## config.mk

```make
export PLATFORM = sky130hd
export DESIGN_NAME = memory_controller
export DESIGN_NICKNAME = d
export VERILOG_FILES = /design/src/rtl/memory_controller_pkg.sv /design/src/rtl/memory_controller.sv
export SDC_FILE = /design/constraint.sdc
export NUM_CORES = 1
export LEC_CHECK = 0
export ABC_AREA = 1
export ABC_CLOCK_PERIOD_IN_PS = 6400
export CAP_MARGIN = 20
export CELL_PAD_IN_SITES_DETAIL_PLACEMENT = 0
export CELL_PAD_IN_SITES_GLOBAL_PLACEMENT = 1
export CORE_ASPECT_RATIO = 1.25
export CORE_MARGIN = 2
export CORE_UTILIZATION = 37
export CTS_CLUSTER_DIAMETER = 200
export CTS_CLUSTER_SIZE = 10
export DETAILED_ROUTE_END_ITERATION = 8
export GPL_ROUTABILITY_DRIVEN = 0
export PLACE_DENSITY = 0.89
export SYNTH_ARGS = -nofsm -noshare
export SYNTH_HDL_FRONTEND = slang
export SYNTH_SLANG_ARGS = --single-unit
```

## constraint.sdc

```tcl
create_clock -name clk_in -period 6.4 [get_ports clk_in]
set_input_delay 1.28 -clock clk_in [delete_from_list [all_inputs] [get_ports clk_in]]
set_output_delay 1.28 -clock clk_in [all_outputs]
set_load 0.01 [all_outputs]
```

## src/rtl/memory_controller_pkg.sv

```systemverilog
// Shared encodings for the byte-serial RAM controller: FSM states, access
// length codes used by the LoadStoreBuffer, and the IO-region tag.
package memory_controller_pkg;

  typedef enum logic [1:0] {
    MC_IDLE  = 2'd0,
    MC_FETCH = 2'd1,
    MC_LOAD  = 2'd2,
    MC_STORE = 2'd3
  } mc_state_e;

  localparam int         LSB_CAP_BIT_DEF = 3;
  localparam logic [1:0] LEN_BYTE        = 2'b00;
  localparam logic [1:0] LEN_HALF        = 2'b01;
  localparam logic [1:0] LEN_WORD        = 2'b10;
  localparam logic [1:0] IO_REGION       = 2'b11;
  localparam logic [2:0] WORD_BYTES      = 3'd4;

  function automatic logic [2:0] len_to_n(input logic [1:0] len);
    case (len)
      LEN_BYTE: len_to_n = 3'd1;
      LEN_HALF: len_to_n = 3'd2;
      default:  len_to_n = WORD_BYTES;
    endcase
  endfunction

endpackage

```

## src/rtl/memory_controller.sv

```systemverilog
// Byte-serial RAM controller arbitrating between instruction fetch and the
// LoadStoreBuffer; sequences one access at a time over the 8-bit RAM port.
//
// state    | meaning
// MC_IDLE  | no access in flight, arbitrate lsb_req over if_req
// MC_FETCH | reading a 4-byte instruction word
// MC_LOAD  | reading 1/2/4 bytes for the LSB
// MC_STORE | writing 1/2/4 bytes, stalls on io_buffer_full in the IO region
module memory_controller
  import memory_controller_pkg::*;
#(
  parameter int LSB_CAP_BIT = LSB_CAP_BIT_DEF,
  parameter int IO_MASK_HI  = 17
) (
  input  logic                   clk_in,
  input  logic                   rst_n_in,
  input  logic                   rdy_in,
  input  logic                   clear,
  input  logic                   io_buffer_full,
  input  logic [7:0]             mem_din,
  output logic [7:0]             mem_dout,
  output logic [31:0]            mem_a,
  output logic                   mem_wr,
  input  logic                   if_req,
  input  logic [31:0]            if_addr,
  output logic                   if_ready,
  output logic [31:0]            if_inst,
  output logic                   inst_need_work,
  input  logic                   lsb_req,
  input  logic [LSB_CAP_BIT-1:0] lsb_pos,
  input  logic                   lsb_ls,
  input  logic [1:0]             lsb_len,
  input  logic [31:0]            lsb_addr,
  input  logic [31:0]            lsb_val,
  output logic                   mem_busy,
  output logic                   mem_finished,
  output logic [31:0]            mem_val,
  output logic [LSB_CAP_BIT-1:0] mem_pos
);

  mc_state_e              state, state_next;
  logic [31:0]            base;
  logic [2:0]             cnt;
  logic [2:0]             n_bytes;
  logic [31:0]            val_q;
  logic [31:0]            asm_q;
  logic [31:0]            asm_next;
  logic [LSB_CAP_BIT-1:0] tag;
  logic                   rdy_q;
  logic [7:0]             din_hold;
  logic [7:0]             din_eff;
  logic [7:0]             st_byte;
  logic [1:0]             rd_idx;
  logic                   is_io;
  logic                   accept_lsb, accept_if;
  logic                   rd_step, rd_done, st_step, st_done;

  assign mem_a          = base + {29'b0, cnt};
  assign is_io          = (mem_a[IO_MASK_HI -: 2] == IO_REGION);
  assign mem_busy       = (state != MC_IDLE);
  assign inst_need_work = if_req;
  assign mem_dout       = (state == MC_STORE) ? st_byte : 8'h00;

  // The RAM keeps answering while rdy_in is low, so the byte that arrived
  // just as the stall began is parked here and consumed on resume.
  assign din_eff  = rdy_q ? mem_din : din_hold;
  assign rd_idx   = cnt[1:0] - 2'd1;
  assign asm_next = asm_q | ({24'b0, din_eff} << {rd_idx, 3'b000});

  always_comb begin
    case (cnt[1:0])
      2'd0:    st_byte = val_q[7:0];
      2'd1:    st_byte = val_q[15:8];
      2'd2:    st_byte = val_q[23:16];
      default: st_byte = val_q[31:24];
    endcase
  end

  always_comb begin
    state_next = state;
    accept_lsb = 1'b0;
    accept_if  = 1'b0;
    rd_step    = 1'b0;
    rd_done    = 1'b0;
    st_step    = 1'b0;
    st_done    = 1'b0;
    mem_wr     = 1'b0;
    if (rdy_in) begin
      case (state)
        MC_IDLE: begin
          if (!clear) begin
            if (lsb_req) begin
              accept_lsb = 1'b1;
              state_next = lsb_ls ? MC_STORE : MC_LOAD;
            end else if (if_req) begin
              accept_if  = 1'b1;
              state_next = MC_FETCH;
            end
          end
        end
        MC_FETCH, MC_LOAD: begin
          if (clear) begin
            state_next = MC_IDLE;
          end else if (cnt == n_bytes) begin
            rd_done    = 1'b1;
            state_next = MC_IDLE;
          end else begin
            rd_step = 1'b1;
          end
        end
        MC_STORE: begin
          // Stores ignore clear: they only issue once committed.
          if (!(is_io && io_buffer_full)) begin
            mem_wr = 1'b1;
            if (cnt == n_bytes - 3'd1) begin
              st_done    = 1'b1;
              state_next = MC_IDLE;
            end else begin
              st_step = 1'b1;
            end
          end
        end
        default: state_next = MC_IDLE;
      endcase
    end
  end

  always_ff @(posedge clk_in) begin
    if (!rst_n_in) state <= MC_IDLE;
    else           state <= state_next;
  end

  always_ff @(posedge clk_in) begin
    if (!rst_n_in) begin
      base         <= 32'h0;
      cnt          <= 3'd0;
      n_bytes      <= 3'd0;
      val_q        <= 32'h0;
      asm_q        <= 32'h0;
      tag          <= '0;
      rdy_q        <= 1'b1;
      din_hold     <= 8'h00;
      if_ready     <= 1'b0;
      if_inst      <= 32'h0;
      mem_finished <= 1'b0;
      mem_val      <= 32'h0;
      mem_pos      <= '0;
    end else begin
      rdy_q        <= rdy_in;
      if_ready     <= 1'b0;
      mem_finished <= 1'b0;
      if (rdy_q) din_hold <= mem_din;
      if (accept_lsb) begin
        base    <= lsb_addr;
        cnt     <= 3'd0;
        n_bytes <= len_to_n(lsb_len);
        val_q   <= lsb_val;
        tag     <= lsb_pos;
        asm_q   <= 32'h0;
      end
      if (accept_if) begin
        base    <= if_addr;
        cnt     <= 3'd0;
        n_bytes <= WORD_BYTES;
        asm_q   <= 32'h0;
      end
      if (rd_step) begin
        cnt <= cnt + 3'd1;
        if (cnt != 3'd0) asm_q <= asm_next;
      end
      if (rd_done) begin
        if (state == MC_FETCH) begin
          if_ready <= 1'b1;
          if_inst  <= asm_next;
        end else begin
          mem_finished <= 1'b1;
          mem_val      <= asm_next;
          mem_pos      <= tag;
        end
      end
      if (st_step) cnt <= cnt + 3'd1;
      if (st_done) begin
        mem_finished <= 1'b1;
        mem_val      <= 32'h0;
        mem_pos      <= tag;
      end
    end
  end

endmodule

```

==> results.ini <==
[outcome]
status=finished clean

[timing]
fin_crit_ns=4.64
period_share_pct=72.4
timing.fmax_ghz=0.216
max_slew.worst_pin.slew_ns=0.976
finalSetupViolations=0
rsz0062_at_grt=no
skew_ns=0.0112
slew_violations=0
hold_violations=0
fin_tns_setup_ns=0
slew_headroom_pct=34.9
postLayoutSetupSlackWorst_ns=1.76

[critical_path]
worstPathRequired_ns=5.12
cp_max_fo=15
critPathMaxStageDelay_ns=0.67
crit_path_end_kind=primary output
crit_path_cell_trace=ha_1 > fa_1 > nand3_1 > nand2_1 > nand3_1 > nand3b_1 > nor4_2 > nand2_1 > xnor2_1 > clkdlybuf4s50_1
crit_type=reg2out
arrival_ns=3.36
worst_path_max_delay_cell=dfxtp_1
start_kind=flip-flop

[power_and_ir_drop]
switching_share_pct=26.1
combPwrFrac_pct=13.5
p_switching_w=0.000717
power.leakage_nw=4.19
internal_power_w=0.00204
power_density_nw_per_um2=237
p_clk_share_pct=41.8
ir_drop_v=0.000177
pwr-share-seq_pct=44.7

[cts]
cts_tree=yes
clock_sinks=185
clockRootBuffer=clkbuf_16
postCtsSetupRepairBufs=0
cts-hold-fix-buffers=0
clock_latency_ns=0.43
clockBufferDepth=2
cts_made_buffers=17
path_clk_slew_ns=0.07
cts_resized=0
htreeDepth=4

[logic_synthesis]
synth-edff-count=0
syn_inst=1169
yosysTopAreaCell=dfxtp_1
synthesis.nets=1300
netlist_area_sq_um=8540
yosysWarnings=0
synth_cell_type_count=42
synthTopCellsByCount=273 x nand2_1, 185 x dfxtp_1, 142 x a21oi_1
synth_top_area_share_pct=43.3
yosysSeqAreaShare_pct=43.3
synth_most_common_cell=nand2_1
synthFlopType=dfxtp_1
postSynthAreaPerCell_sq_um=7.31
yosys-top-cells-area=dfxtp_1 43%, nand2_1 12%, a21oi_1 8.3%, o21ai_0 6.3%, nor2_1 4.3%
async_flop_share_pct=0
synth_seq_cells=185

[flow_run]
max_cap_violations=0

[floorplanning]
die_x_um=140
core_area_sq_um=22800
ios=229
fp.dieH_um=174
rows=62
die-area_sq_um=24300
initial_core_util_pct=37.5

[global_route]
gr-usage-all-layers_pct=21.2
grt_pass1_vias=8024
grt_pass1_wl_mm=41.7
grt_overflow=0
grt_max_degree=77
antenna_found_initial=1

[drt]
firstDrtPassIters=4
dr.first_iter.drc_count=638
vias_per_cell=5.01
postRouteAntennaNets=0
drc_errors=0
vias=8318
wl_per_cell_um=15.7
routed_wl_mm=26.0

[place]
dp_cells=1625
portBuffers=228
hpwl_mm=18.4
dp_slack_ns=2.19

[hold_path]
hold_class=reg2reg

[layout]
fillerInstances=2263
ff_latch_area_sq_um=3700
multiInputGateArea_sq_um=4160
drive_above_1_share_pct=7.37
fin_cells=1659
finalNetCount=1488
syn_to_final_growth_pct=36.1

-- stage by stage --
step / area (sq um) / hold WS, ns / utilization, % / total power (W)
3_5_place_dp: 11000 / 0.449 / 48.1 / 0.00163
5_1_grt: 11600 / 0.478 / 51.0 / 0.00286
3_3_place_gp: 10900 / 0.440 / 47.9 / 0.00162
4_1_cts: 11600 / 0.460 / 50.8 / 0.00277
6_report: 11600 / 0.453 / 51.0 / 0.00275
2_1_floorplan: 8540 / 0.430 / - / 0.00144
-- power by group through the flow --
stage	clock, W	combinational, W	sequential [W]
2_1_floorplan	0	0.000192	0.00125
3_5_place_dp	0	0.000371	0.00126
5_1_grt	0.00122	0.000409	0.00124
4_1_cts	0.00117	0.000374	0.00123
6_report	0.00115	0.000372	0.00123
3_3_place_gp	0	0.000368	0.00126
-- critical path, delay by kind of cell (launching register included) --
family	cells	cell delay, ns
DFF	1	0.67
and+or+nand+nor	6	1.08
buffers and inverters	1	0.55
xor gates and xnor gates	1	0.15
adders and majority gates	2	0.50
-- worst paths after layout --
path | from | endpoint | slack, ns | depth (start not counted)
min | tag[0]$_SDFFE_PN0P_ | tag[0]$_SDFFE_PN0P_ | 0.45 | 2
min reg2reg | tag[0]$_SDFFE_PN0P_ | tag[0]$_SDFFE_PN0P_ | 0.45 | 2
max reg2reg | cnt[0]$_SDFFE_PN0P_ | if_inst[0]$_SDFFE_PN0P_ | 3.21 | 6
max | cnt[0]$_SDFFE_PN0P_ | mem_a[28] | 1.76 | 10
-- sequential cells by signal, indices dropped and copies added (netlist names) --
signal	cells
val_q	32
if_inst	32
if_ready	1
mem_val	32
mem_finished	1
tag	3
mem_pos	3
n_bytes	3
asm_q	32
din_hold	8
state	2
base	32
rdy_q	1
cnt	3
-- cell families (layout without fill, tap and decap cells) --
group	Yosys count	after routing	synth area share, %
AOI/OAI and AO/OA	303	303	19.8
adders and majority gates	14	14	2.14
xor gates and xnor gates	34	34	3.57
buffers and inverters	167	368	8.02
and+or+nand+nor	466	466	23.2
other	0	1	0
DFF	185	185	43.3
-- metal layers --
layer / track usage, % / vias to the layer above / share of wire (%)
met5: 0 / - / 0
met4: 7.54 / 0 / 2.8
met3: 4.46 / 39 / 5.0
met2: 36.3 / 233 / 49
met1: 26.4 / 3859 / 43
li1: - / 4187 / -
-- placed cells by master (no fill, tap or decap), drive strengths merged --
| cell | instances |
|---|---|
| a22oi | 1 |
| diode | 1 |
| buf | 13 |
| clkdlybuf4s50 | 227 |
| nor2 | 106 |
| nor4 | 4 |
| clkinv | 5 |
| ha | 13 |
| dfxtp | 185 |
| xor2 | 20 |
| clkinvlp | 1 |
| nand2 | 281 |
| or2 | 2 |
| nand4 | 12 |
| bufinv | 4 |
| a21oi | 172 |
| fa | 1 |
| and3 | 1 |
| xnor2 | 14 |
| nand3 | 52 |
| a221oi | 9 |
| o22ai | 2 |
| clkbuf | 20 |
| nor3 | 7 |
| a31oi | 8 |
| inv | 98 |
| o31a | 1 |
| o21a | 1 |
| nand3b | 1 |
| o21ai | 109 |
-- cell type report --
cell class | count | share of cell area, %
Antenna cell | 1 | 0.0215
Clock buffer | 20 | 3.84
Tap cell | 288 | 3.10
Inverter | 96 | 3.10
Clock inverter | 12 | 1.63
Sequential cell | 185 | 31.9
Timing Repair Buffer | 240 | 20.7
Multi-Input combinational cell | 817 | 35.7
Power figures use the tool's default switching activity.
==> RTL edit (same settings) <==
Change the package constant `LSB_CAP_BIT_DEF` from 3 to 6.
--- a/src/rtl/memory_controller_pkg.sv
+++ b/src/rtl/memory_controller_pkg.sv
@@ -9,7 +9,7 @@
     MC_STORE = 2'd3
   } mc_state_e;
 
-  localparam int         LSB_CAP_BIT_DEF = 3;
+  localparam int         LSB_CAP_BIT_DEF = 6;
   localparam logic [1:0] LEN_BYTE        = 2'b00;
   localparam logic [1:0] LEN_HALF        = 2'b01;
   localparam logic [1:0] LEN_WORD        = 2'b10;
Ports: changed (resized lsb_pos and mem_pos); port bits go from 229 to 235. No check against the original RTL was run, so the function may have changed too.
==> RTL edit against the original RTL <==
- area after synthesis increased by 1.4%
- non-clock buffer count rose by 5
- total power rose by 1.1%
- utilization increased by 0.31 points
- wire length is 4.0% higher
- sequential share of layout area rose by 0.61 points
- synthesized cell count up 4.4%
- cell area is 1.3% higher
- setup slack got worse by 230 ps
- sequential cell count up 6
==> RTL edit: results (changes against the original RTL) <==
* Complex-gate fraction of the synthesized area at 18.5% (-1.3 points)
* Port-buffer cells at 234 (+2.6%)
* Switching power as a share of total power at 28.5% (+2.4 points)
* Number of global-route vias before repair at 8306 (+3.5%)
* Fraction of met3 tracks used by global routing at 3.81% (-0.65 points)
* VDD IR-drop max at 195 uV (+10%)
* Number of antenna violations at the first check in global routing at 2 (+1)
* Post-Synth XOR/XNOR Area at 3.52% (-0.051 points)
* Root buffer cell: clkbuf_16
* NumNets Final at 1544 (+3.8%)
* Synthesized-area fraction occupied by adder cells at 2.11% (-0.030 points)
* Dominant delay contributor by cell family on the critical path: simple AND/OR/NAND/NOR gates
* Setup repair bufs after CTS at 0 (unchanged)
* Max incr delay on CP at 720 ps (+50 ps)
* GR Util met1 at 27.5% (+1.1 points)
* Number of warnings printed during yosys synthesis at 0 (unchanged)
* Run status: finished, final reports clean
* First-pass GRT wire length at 43200 um (+3.7%)
* Number of nets in the synthesized netlist at 1354 (+4.2%)
* Detailed placer's ending HPWL at 19000 um (+3.4%)
* Starting DRT DRC Count at 501 (-21%)
* GR Layer Usage met2 at 37.7% (+1.4 points)
* Sequential share of the synthesized area at 44.1% (+0.77 points)
* Wire length per cell at 15.8 um (+0.71%)
* Pre-Repair DR Iteration Count at 6 (+2)
* Leading post-synthesis cells by instance count: nand2_1, dfxtp_1, a21oi_1
* Max-slew violation count at 0 (unchanged)
* Clock slew at the register clock pins of the worst setup and hold paths at 70 ps (about the same)
* Total via count in the routed design at 8558 (+2.9%)
* Resized Gates After CTS at 0 (unchanged)
* Cell count after synthesis at 1220 (+4.4%)
* Slowest cell on the critical path: dfxtp_1
* H-tree Lvls at 4 (unchanged)
* Top cells by area, synth: dfxtp_1, nand2_1, a21oi_1
* Total track usage at 21.9% (+0.64 points)
* Signal arrival time at the worst endpoint at 3580 ps (+220 ps)
* CTS Hold Buffers Added at 0 (unchanged)
* Vias per cell at 5.00 (-0.36%)
* Slew at the pin with the worst max-slew slack at 816 ps (-161 ps)
* Clock buffer depth at 2 (unchanged)
* Share of layout cells above drive strength 1 at 5.13% (-2.2 points)
* Clock latency reported for the late side of the worst-skew pair at 440 ps
* Distinct cell type count after synthesis at 36 (-14%)
* Maximum number of pins on one net before global-route repair at 65 (-16%)
* TritonCTS buffer count at 17 (unchanged)
* Static Leakage at 0.00428 uW (+2.2%)
* Clock skew at 15.1 ps (+3.83 ps)
RTL edit: cell count changes after synthesis, moves of 4 or more:
cell	change
inv_1	+9
dfxtp_1	+6
buf_2	-4
nand3_1	+7
a21oi_1	+32
nand2_2	+4
o21ai_0	+4
nand2_1	+13
nor2_1	+8
clkbuf_1	+11
a21oi_2	-30
RTL edit: final cells by class:
cell class                      count  area (um^2)
Inverter                          107          402
Fill cell                        2277        11200
Clock buffer                       18          439
Timing Repair Buffer              245         2450
Multi-Input combinational cell    848         4130
Tap cell                          288          360
Antenna cell                        2         5.00
Sequential cell                   191         3820
Clock inverter                     14          168
RTL edit: power by group through the flow:
stage	Clock [uW]	Sequential [uW]	Combinational, uW
floorplan	0	1300	217
global placement	0	1300	410
detailed placement	0	1300	412
CTS	1120	1280	415
global route	1160	1280	456
finish	1090	1280	412
RTL edit: logic make-up after synthesis:
group / count (synthesis)
xor+xnor: 34
simple gates: 492
fa+ha+maj: 14
flops: 191
buf+inv: 181
compound gates: 308
RTL edit: final timing paths:
kind / start / end / slack (ps) / depth (start not counted)
worst max register to register: cnt[0]$_SDFFE_PN0P_ / if_inst[7]$_SDFFE_PN0P_ / 3130 / 6
worst min-delay path: tag[1]$_SDFFE_PN0P_ / tag[1]$_SDFFE_PN0P_ / 460 / 2
worst min register to register: tag[1]$_SDFFE_PN0P_ / tag[1]$_SDFFE_PN0P_ / 460 / 2
worst max-delay path: cnt[0]$_SDFFE_PN0P_ / mem_a[28] / 1540 / 11
RTL edit: tightest hold or removal path: cells and delay by family (launching register included):
kind / cells / cell delay (ps)
AO/OA/AOI/OAI: 1 / 60
flip-flops: 1 / 300
buffers and inverters: 1 / 60
RTL edit: routing by layer:
metal | up-vias | share of wire [%]
met2 | 243 | 49
met4 | 0 | 2.3
met1 | 3929 | 44
met3 | 39 | 5.1
li1 | 4347 | -
met5 | - | 0
RTL edit: through the flow:
stage | setup slack [ps] | util, % | area [um^2]
2_1_floorplan | 3130 | - | 8670
3_3_place_gp | 2030 | 48.4 | 11100
3_5_place_dp | 1990 | 48.6 | 11100
4_1_cts | 1510 | 51.2 | 11800
5_1_grt | 1270 | 51.3 | 11800
6_report | 1540 | 51.3 | 11800
